### src/rtl/c7b_memarb_pkg.sv
// Shared types and constants for the c7b memory arbiter.
package c7b_memarb_pkg;

    typedef enum logic [1:0] {
        StIdle = 2'd0,
        StReq  = 2'd1,
        StResp = 2'd2
    } state_e;

    typedef enum logic {
        OwnIfu = 1'b0,
        OwnLsu = 1'b1
    } owner_e;

    localparam int unsigned CntW = 4;

endpackage

### src/rtl/c7b_memarb_sel.sv
// Winner selection between IFU and LSU with the IFU anti-starvation counter.
module c7b_memarb_sel
    import c7b_memarb_pkg::*;
#(
    parameter int unsigned STARVE_LIMIT = 4
) (
    input  logic            clk,
    input  logic            reset,
    input  logic            in_idle,
    input  logic            ifu_req,
    input  logic            ifu_cancel,
    input  logic            lsu_req,
    output logic            grant_ifu,
    output logic            grant_lsu,
    output logic [CntW-1:0] starve_cnt
);

    localparam logic [CntW-1:0] Limit = CntW'(STARVE_LIMIT);

    logic [CntW-1:0] cnt_q, cnt_d;
    logic            ifu_elig;
    logic            force_ifu;

    assign ifu_elig   = ifu_req & ~ifu_cancel;
    assign force_ifu  = ifu_elig & (cnt_q == Limit);
    assign grant_lsu  = in_idle & lsu_req & ~force_ifu;
    assign grant_ifu  = in_idle & ifu_elig & (~lsu_req | force_ifu);
    assign starve_cnt = cnt_q;

    always_comb begin
        cnt_d = cnt_q;
        if (grant_ifu) begin
            cnt_d = '0;
        end else if (grant_lsu && ifu_req) begin
            cnt_d = (cnt_q == Limit) ? cnt_q : cnt_q + 1'b1;
        end else if (in_idle && !ifu_req) begin
            cnt_d = '0;
        end
    end

    always_ff @(posedge clk or posedge reset) begin
        if (reset) begin
            cnt_q <= '0;
        end else begin
            cnt_q <= cnt_d;
        end
    end

endmodule

### src/rtl/c7b_memarb.sv
// Single-outstanding arbiter of the IFU fetch port and LSU data port onto one memory bus.
module c7b_memarb
    import c7b_memarb_pkg::*;
#(
    parameter int unsigned ADDR_W       = 32,
    parameter int unsigned DATA_W       = 64,
    parameter int unsigned STARVE_LIMIT = 4
) (
    input  logic                clk,
    input  logic                reset,
    input  logic                ifu_req,
    input  logic [ADDR_W-1:0]   ifu_addr,
    output logic                ifu_ack,
    input  logic                ifu_cancel,
    output logic                ifu_data_vld,
    output logic [DATA_W-1:0]   ifu_data,
    input  logic                lsu_req,
    input  logic                lsu_wr,
    input  logic [ADDR_W-1:0]   lsu_addr,
    input  logic [DATA_W-1:0]   lsu_wdata,
    input  logic [DATA_W/8-1:0] lsu_wstrb,
    output logic                lsu_ack,
    output logic                lsu_data_vld,
    output logic [DATA_W-1:0]   lsu_data,
    output logic                bus_req,
    output logic                bus_wr,
    output logic [ADDR_W-1:0]   bus_addr,
    output logic [DATA_W-1:0]   bus_wdata,
    output logic [DATA_W/8-1:0] bus_wstrb,
    input  logic                bus_ack,
    input  logic                bus_rvalid,
    input  logic [DATA_W-1:0]   bus_rdata
);

    state_e                state_q, state_d;
    owner_e                owner_q, owner_d;
    logic                  drop_q, drop_d;
    logic                  wr_q, wr_d;
    logic [ADDR_W-1:0]     addr_q, addr_d;
    logic [DATA_W-1:0]     wdata_q, wdata_d;
    logic [DATA_W/8-1:0]   wstrb_q, wstrb_d;
    logic                  grant_ifu, grant_lsu;
    logic [CntW-1:0]       starve_cnt;
    logic                  rsp_vld;

    c7b_memarb_sel #(
        .STARVE_LIMIT(STARVE_LIMIT)
    ) u_sel (
        .clk        (clk),
        .reset      (reset),
        .in_idle    (state_q == StIdle),
        .ifu_req    (ifu_req),
        .ifu_cancel (ifu_cancel),
        .lsu_req    (lsu_req),
        .grant_ifu  (grant_ifu),
        .grant_lsu  (grant_lsu),
        .starve_cnt (starve_cnt)
    );

    // Responses outside an accepted transaction are protocol violations and ignored.
    assign rsp_vld = bus_rvalid & (((state_q == StReq) & bus_ack) | (state_q == StResp));

    assign ifu_ack      = grant_ifu;
    assign lsu_ack      = grant_lsu;
    assign ifu_data_vld = rsp_vld & (owner_q == OwnIfu) & ~drop_q & ~ifu_cancel;
    assign lsu_data_vld = rsp_vld & (owner_q == OwnLsu);
    assign ifu_data     = bus_rdata;
    assign lsu_data     = bus_rdata;
    assign bus_req      = (state_q == StReq);
    assign bus_wr       = wr_q;
    assign bus_addr     = addr_q;
    assign bus_wdata    = wdata_q;
    assign bus_wstrb    = wstrb_q;

    always_comb begin
        state_d = state_q;
        owner_d = owner_q;
        drop_d  = drop_q;
        wr_d    = wr_q;
        addr_d  = addr_q;
        wdata_d = wdata_q;
        wstrb_d = wstrb_q;
        unique case (state_q)
            StIdle: begin
                if (grant_lsu) begin
                    state_d = StReq;
                    owner_d = OwnLsu;
                    wr_d    = lsu_wr;
                    addr_d  = lsu_addr;
                    wdata_d = lsu_wdata;
                    wstrb_d = lsu_wstrb;
                end else if (grant_ifu) begin
                    state_d = StReq;
                    owner_d = OwnIfu;
                    wr_d    = 1'b0;
                    addr_d  = ifu_addr;
                    wdata_d = '0;
                    wstrb_d = '0;
                end
            end
            StReq: begin
                if (ifu_cancel && owner_q == OwnIfu) drop_d = 1'b1;
                if (bus_ack) state_d = bus_rvalid ? StIdle : StResp;
            end
            StResp: begin
                if (ifu_cancel && owner_q == OwnIfu) drop_d = 1'b1;
                if (bus_rvalid) state_d = StIdle;
            end
            default: state_d = StIdle;
        endcase
        if (state_d == StIdle) drop_d = 1'b0;
    end

    always_ff @(posedge clk or posedge reset) begin
        if (reset) begin
            state_q <= StIdle;
            owner_q <= OwnIfu;
            drop_q  <= 1'b0;
            wr_q    <= 1'b0;
            addr_q  <= '0;
            wdata_q <= '0;
            wstrb_q <= '0;
        end else begin
            state_q <= state_d;
            owner_q <= owner_d;
            drop_q  <= drop_d;
            wr_q    <= wr_d;
            addr_q  <= addr_d;
            wdata_q <= wdata_d;
            wstrb_q <= wstrb_d;
        end
    end

endmodule

### config.mk
export PLATFORM = sky130hd
export DESIGN_NAME = c7b_memarb
export DESIGN_NICKNAME = d
export VERILOG_FILES = /design/src/rtl/c7b_memarb_pkg.sv /design/src/rtl/c7b_memarb_sel.sv /design/src/rtl/c7b_memarb.sv
export SDC_FILE = /design/constraint.sdc
export NUM_CORES = 1
export LEC_CHECK = 0
export BUFFER_PORTS_ARGS = -buffer_cell sky130_fd_sc_hd__buf_2
export CAP_MARGIN = 40
export CORE_AREA = 2 2 172 174
export CTS_CLUSTER_DIAMETER = 150
export DETAILED_ROUTE_END_ITERATION = 7
export DIE_AREA = 0 0 174 176
export GPL_ROUTABILITY_DRIVEN = 0
export PLACE_DENSITY = 0.5
export SLEW_MARGIN = 25
export SYNTH_ARGS = -nofsm -noshare
export SYNTH_HDL_FRONTEND = slang
export SYNTH_SLANG_ARGS = --single-unit
### constraint.sdc
create_clock -name clk -period 3.95 [get_ports clk]
set_clock_uncertainty 0.05 [all_clocks]
set_input_delay 0.5925 -clock clk [delete_from_list [all_inputs] [get_ports clk]]
set_output_delay 0.5925 -clock clk [all_outputs]
set_load 0.01 [all_outputs]
==> results of run 1 <==
[power groups by stage]
stage          logic (mW)  clock network (mW)  registers, mW
6_report             2.02                1.59           1.98
5_1_grt              2.25                1.71           2.05
3_3_place_gp         2.03                   0           2.00
4_1_cts              2.08                1.67           1.98
2_1_floorplan        1.10                   0           2.19
3_5_place_dp         2.10                   0           1.98
[per-stage QoR]
step                      cells  power, mW
final                      1011      5.589
after global routing       1010      6.012
after global placement      976      4.026
after floorplan             489      3.295
after detailed placement    977      4.074
after CTS                  1009      5.731
[registers in the layout (all words and copies together) (netlist names)]
| signal | cells |
|---|---|
| u_sel.starve_cnt | 4 |
| bus_wstrb | 8 |
| bus_addr | 32 |
| state_q | 2 |
| bus_wdata | 64 |
| drop_q | 1 |
| bus_wr | 1 |
| owner_q | 1 |
[per-layer routing]
layer  vias up  part of all wire, %  track usage, %
met1      1798                   37           10.92
met4         4                  3.1           5.392
met5         -                 0.17               0
met2       252                   49           17.51
met3        50                   11           4.759
li1       1834                    -               -
[cells by family (layout without fill, tap and decap cells)]
kind of cell / after synthesis / after routing / synth area share, %
DFF: 113 / 113 / 50.71
and+or+nand+nor: 86 / 86 / 6.776
buffers and inverters: 163 / 300 / 20.51
muxes: 2 / 2 / 0.4038
other: 0 / 1 / 0
AOI/OAI and AO/OA: 119 / 119 / 20.26
adders and majority gates: 6 / 6 / 1.346
[how the worst min path moves through the flow]
| stage | from | to | slack [ns] | cells after the start |
|---|---|---|---|---|
| final | reset | bus_wdata[51] | 0.03 | 2 |
| after global routing | reset | bus_wdata[51] | 0.01 | 2 |
| after CTS | reset | bus_wdata[31] | 0.29 | 2 |
| after detailed placement | bus_addr[17] | bus_addr[17] | 0.40 | 2 |
| after global placement | bus_addr[24] | bus_addr[24] | 0.40 | 2 |
| after floorplan | drop_q | drop_q | 0.41 | 1 |
[cells in the final DEF (no fill, tap or decap), types with 3 or more instances in the layout]
cell / n
a22oi_1: 4
a22oi_2: 28
ha_1: 6
clkbuf_16: 17
dfrtp_1: 113
inv_1: 6
inv_6: 8
nand2_1: 67
nand3_1: 3
nor2b_1: 4
a22o_1: 74
buf_2: 253
buf_4: 4
[cell type report]
cell class	count	area [sq um]	share of cell area, %
multi-input combinational	213	1628	23.42
timing repair buffer	261	1391	20.01
clock inverter	15	167.7	2.412
antenna	1	2.502	0.03600
tap	384	480.5	6.911
sequential	113	2828	40.68
inverter	7	28.78	0.4140
clock buffer	17	425.4	6.120
==> reports/summary.md, run 1 <==
The largest fanout on the critical path is 9. Critical path class: reg -> out. The worst hold path belongs to the class in -> async.

Fill cells in the final layout number 3086. The tools report the area of the core region as 0.02855 sq mm. The run finished with clean final reports. For this run, the slowest stage of the critical path takes 0.41 ns. The tools report the number of maximum-capacitance constraint violations as 0. Setup repair after global routing left no endpoint under its margin. With fillers left out, the area of the finished cells amounts to 0.006952 sq mm.

The first global-routing pass estimated 23.83 mm of wire. The initialized floorplan defines 62 standard-cell rows. The later pin in the worst-skew pair is clocked with a latency of 0.40 ns. Grouping stages by cell kind, the critical path spends the most delay in flip-flops. The post-synthesis area per instance is 11.40 sq um. The detailed router finished its first iteration with 139 violations. The cell depth of the worst setup path works out to 5.

The count of nets left with antenna violations once routing finished came out at 0. Post-CTS repair changed the size of 0 cells. The Yosys step of the flow raised 0 warnings. Walking the worst path, the cells encountered are inv_1 > ha_1 > nand3b_1 > a21oi_4 > buf_2. From bottom edge to top edge, the die measures 176 um.

CTS saw 113 sinks. The cell accounting for the most synthesized area was dfrtp_1. The slew at the pin with the worst max-slew slack is 0.7729 ns.

The endpoint of the lowest-slack register-to-register path was bus_addr[16]. The count of cells along the worst register-to-register path is 7. The run gives 703 as the net count of the mapped netlist. The most critical setup path has its endpoint at ifu_ack.

446 I/O pins were placed. Among all cell types in the netlist, the one instantiated most often is buf_4. The clock period could shrink to 2.538 ns.

After synthesis, the most frequently instantiated cells are 128 x buf_4, 113 x dfrtp_1, 74 x a22o_1. The tools report the startpoint of the most critical setup path as state_q[1]. The root buffer cell chosen for the clock tree is clkbuf_16.

Prior to clock tree synthesis, the placed netlist has a worst setup slack of 1.720 ns. Dividing total power by cell area gives a power density of 803.9 mW/mm^2. The share of total power in combinational logic was 36.2%. For the number of failing hold endpoints at the final stage, the log shows 0.

The minimum setup slack among reg-to-reg paths is 1.71 ns, and the part of the Yosys area used for sequential elements is 50.71%. The post-route netlist has 52.40% of its cells at a drive strength greater than 1. The timing-limited maximum frequency came out at 0.3940 GHz. For this design, the slowest cell found on the critical path is dfrtp_1.

Headroom to the max-slew limit came out at 48.47%. The number of global-route vias before repair came out at 4053. Setup violations remaining at the end of the flow were counted as 0. The average wire per cell in the routed design is 15.92 um. The final layout contains routed wiring with a total length of 16.09 mm. Buffers placed on the I/O ports in this run total 253. Maximum buffer depth of the clock tree: 2. Worst hold slack: 0.02516 ns. The starting utilization of the core area was 19.53%. The final-report max-slew violation count was 0; the half-perimeter wire length of the detailed placement result was 11.81 mm.

In this run the cell area of the synthesized design comes to 0.005577 sq mm. TritonCTS built the clock tree. For this design, the CTS-stage hold fixing added 0 buffers. The logs give 0 ns for the summed negative setup slack over all endpoints and 0 for the aggregate global routing overflow. In this run the power spent charging and discharging nets is 2.044 mW. In the synthesized netlist, the number of instances is 489.

For the worst setup path, the data arrival time is 1.90 ns. For this run, design rule violations remaining after detail routing come to 0. The final design utilization was 24.35%; the clock share of power was 28.4%. Entering global routing, the biggest net connects 60 pins. The clock-pin slew of the registers on the worst-case setup and hold paths came out at 0.06 ns. After synthesis, the cell types taking the most area are dfrtp_1 51%, buf_4 17%, a22o_1 12%, a22oi_2 6.3%, nand2_1 4.5%. For this run, the leading register cell type out of synthesis is dfrtp_1. The area fraction of the dominant cell type after synthesis is 50.71%. Together, buffers and inverters on the worst path number 2.

The worst path meets setup with 1.412 ns of slack. The total number of H-tree levels is 4, and the mean number of vias per cell is 3.895. The reg-to-reg startpoint was state_q[1]. Die width: 174 um.

The tools report the total clock buffers created by CTS as 17. The fraction of power spent switching nets works out to 36.58%. The final critical path takes up 64.25% of the cycle.

Type of origin of the critical path: a register. Data on the critical path is required at its endpoint by 3.31 ns. The type of destination of the critical path was an output pin. The detailed router placed 3938 vias in this run. The run gives 3.585 nW as the cell leakage power.

The signed area change from the synthesized netlist to the final layout was 24.66%; the initial antenna violation count was 4. The synthesized design contains 0 enable-type register cells. The run gives 35.4% as the power share of the sequential group. Counting flops and latches in the post-synthesis netlist gives 113. After the last flow step, the layout net total stands at 827. The async set-reset flop share out of synthesis came out at 100.0%. VDD sags by at most 0.0002729 V. The design internal power is 3.544 mW, and the first-pass iteration count of the detailed router is 4.

After clock tree synthesis, the setup repair step added 0 buffers. The placed cell area is 0.006329 sq mm. The die footprint is 0.03062 sq mm. The logs give 10.39% for the overall fraction of global-route tracks in use and 35 for the count of distinct cell types in the synthesized netlist.
Power figures use the tool's default switching activity.
==> run 2, diff against run 1 <==
clock period = 2.5 ns   (was 3.95 ns; I/O delays follow)
==> run 2 against run 1 <==
Hold slack better by 0.072 ns. Sequential power grew 58%. Count of clock-buffer cells in the layout grew 3. Non-clock buffer count rose by 3. Combinational power up 60%. Critical path depth fell by 1. Total power rose by 62%. Register-to-register slack lost 1.2 ns. Design area up 1.1%. Clock power is 68% higher. Routed wire length shrank 1.3%. Core utilization is 0.26 points higher.
==> reports/summary.md, run 2 (synthesis gave the netlist of run 1 again) <==
The core region is 0.02855 sq mm. The height of the die was 176 um; the worst relative slew slack was 58.34%. Leaving out fill and tap cells, the most frequent cell in the layout is buf_2.

The critical path class was reg -> out. The mean number of vias per cell was 3.913. The number of failing hold endpoints at the final stage came out at 0. The run gives 0 as the final-report max-slew violation count.

Reg-to-reg startpoint: state_q[0]. For this configuration, the core starts out at a cell density of 19.53%. Fraction of layout cells with a size suffix above 1: 52.62%. The tools report the final worst setup slack as 0.1500 ns. The worst path uses 94.00% of the clock period. After global routing the overflow that remains totals 0. The worst register-to-register path has a depth of 7. For the finished layout, the period the worst path requires is 2.350 ns. The floorplan has 62 rows. The overall fraction of global-route tracks in use is 10.33%, and the port buffer count is 253. The detail route stage leaves a number of antenna-violating nets equal to 0.

The worst vdd rail ir drop is 0.0004277 V, and the number of maximum-capacitance constraint violations is 0. The clock passes through at most 2 buffers. The number of buffers and inverters on the critical path is 2. For this run, design rule violations remaining after detail routing come to 0. The type of origin of the critical path was a register.

For the worst-skew pair, the clock arrives at the later sink with an insertion delay of 0.41 ns. Once layout is complete, the cells apart from fillers number 1014. For the number of cells in the design after placement, the log shows 981. Number of global-route vias before repair: 4099. The power share of the sequential group came out at 34.6%.

CTS built an H-tree with a depth of 4. For this run, the share of the core covered by cells in the final layout is 24.61%. The signal on the critical path passes through inv_1 > ha_1 > o211a_4 > buf_2. The register with the most flip-flops in the layout has 64 of them. The clock-pin slew of the registers on the worst-case setup and hold paths came out at 0.06 ns.

The arrival time of the worst setup path is 1.93 ns. Among all stages on the critical path, the largest delay is contributed by dfrtp_1. The total routed wirelength is 15.89 mm, and the share of total power in combinational logic is 35.9%. Setup repair after global routing left no endpoint under its margin.

The first-pass iteration count of the detailed router is 6. In this run the cell area measured after placement is 0.006377 sq mm. For the net switching power, the log shows 3.174 mW. The library cells used most frequently in the layout, excluding fill and tap cells, are 253 x buf_2, 113 x dfrtp_1, 74 x a22o_1, 67 x nand2_1, 28 x a22oi_2.

The clock network is responsible for 29.5% of the overall power. The die width was 174 um; the via count was 3968. For the power after layout, the log shows 9.049 mW. For this run, the slowest stage of the critical path takes 0.42 ns.

For the worst setup path, the data required time is 2.08 ns. Setup violations remaining at the end of the flow were counted as 0. Design internal power: 5.875 mW. For this run, the post-layout net count is 830.

The tools report the startpoint of the most critical setup path as state_q[0]. The cell depth of the worst setup path was 4. The largest fanout on the critical path works out to 16.

Once the clock tree was built, the setup fixing pass inserted 0 buffers. At the pin with the least slew margin, the transition time is 0.6249 ns. The summed negative setup slack over all endpoints was 0 ns; the initial antenna violation count was 1. The final cell area excluding filler cells is 0.007027 sq mm.

Dividing total power by cell area gives a power density of 1288 mW/mm^2. Number of buffers inserted by hold repair at cts: 0. Type of destination of the critical path: an output pin. Gates resized during post-CTS repair numbered 0. Compared with the post-synthesis result, the final layout area differs by 26.00%.

The tools report the maximum number of pins on one net before global-route repair as 114. The class of the tightest hold or removal check is in -> async. The tools report the clock root buffer as clkbuf_16.

The run gives 0.4255 GHz as the timing-limited maximum frequency. The run gives 11.19 mm as the half-perimeter wire length of the detailed placement result. The tools report the DRC marker count from the first detailed-route iteration as 149.

TritonCTS built the clock tree. In this run switching power makes up 35.07% of total power. Clock tree synthesis inserted a total of 17 buffers. For the worst hold slack, the log shows 0.09743 ns. Dividing the detail-routed wire length by the instance count gives 15.67 um. The flow ran to the end, and the final reports show no timing, DRC or antenna violations. The die footprint was 0.03062 sq mm; the worst slack at placement was 0.5383 ns. The run gives 23.84 mm as the first-pass GRT wire length. The number of sinks handled by clock tree synthesis is 113, and the cell leakage power is 3.606 nW. The cell family with the largest share of critical-path delay is flip-flops.

446 I/O pins were placed.
-- run 2: changes by cell type in the layout (fill, tap and decap cells not counted), moves of 2 or more --
cell	delta
inv_6	-7
clkinvlp_4	+4
buf_12	+3
clkbuf_8	+3
bufinv_16	+2
buf_4	+2
buf_16	-2
-- run 2: worst register-to-register path: stages, from the launching register on --
cell     delay, ns
dfrtp_1       0.42
inv_1         0.11
ha_1          0.38
o211a_4       0.40
buf_12        0.23
buf_4         0.22
a22oi_2       0.05
nand2_1       0.08
-- run 2: power by group through the flow --
stage	logic [mW]	clock network (mW)	registers [mW]
after floorplan	1.74	0	3.47
after global routing	3.57	2.88	3.25
final	3.24	2.67	3.13
after detailed placement	3.32	0	3.13
after CTS	3.30	2.78	3.14
after global placement	3.27	0	3.16
-- run 2: routing by layer --
layer	global-route usage (%)	wire length [um]	share of wire, %
met1	12.09	6447	41
met4	5.812	576	3.6
met3	4.651	1599	10
met5	0	0	0
met2	15.75	7266	46
-- run 2: layout make-up --
| type | count | area [sq um] |
|---|---|---|
| inverters | 7 | 30.03 |
| repair buffers | 264 | 1411 |
| clock inverters | 12 | 180.2 |
| well taps | 384 | 480.5 |
| flip-flops and latches | 113 | 2828 |
| multi-input cells | 213 | 1628 |
| clock buffers | 20 | 466.7 |
| fillers | 3061 | 21520 |
| diodes | 1 | 2.502 |
-- run 2: final timing paths --
kind                            slack (ns)             to
worst max-delay path                  0.15        lsu_ack
worst min-delay path                   0.1  bus_wdata[51]
worst max register to register        0.51    bus_addr[9]
worst min register to register        0.41   bus_addr[18]
max in group asynchronous             1.84    bus_addr[2]
min in group clk                      0.12  bus_wdata[36]
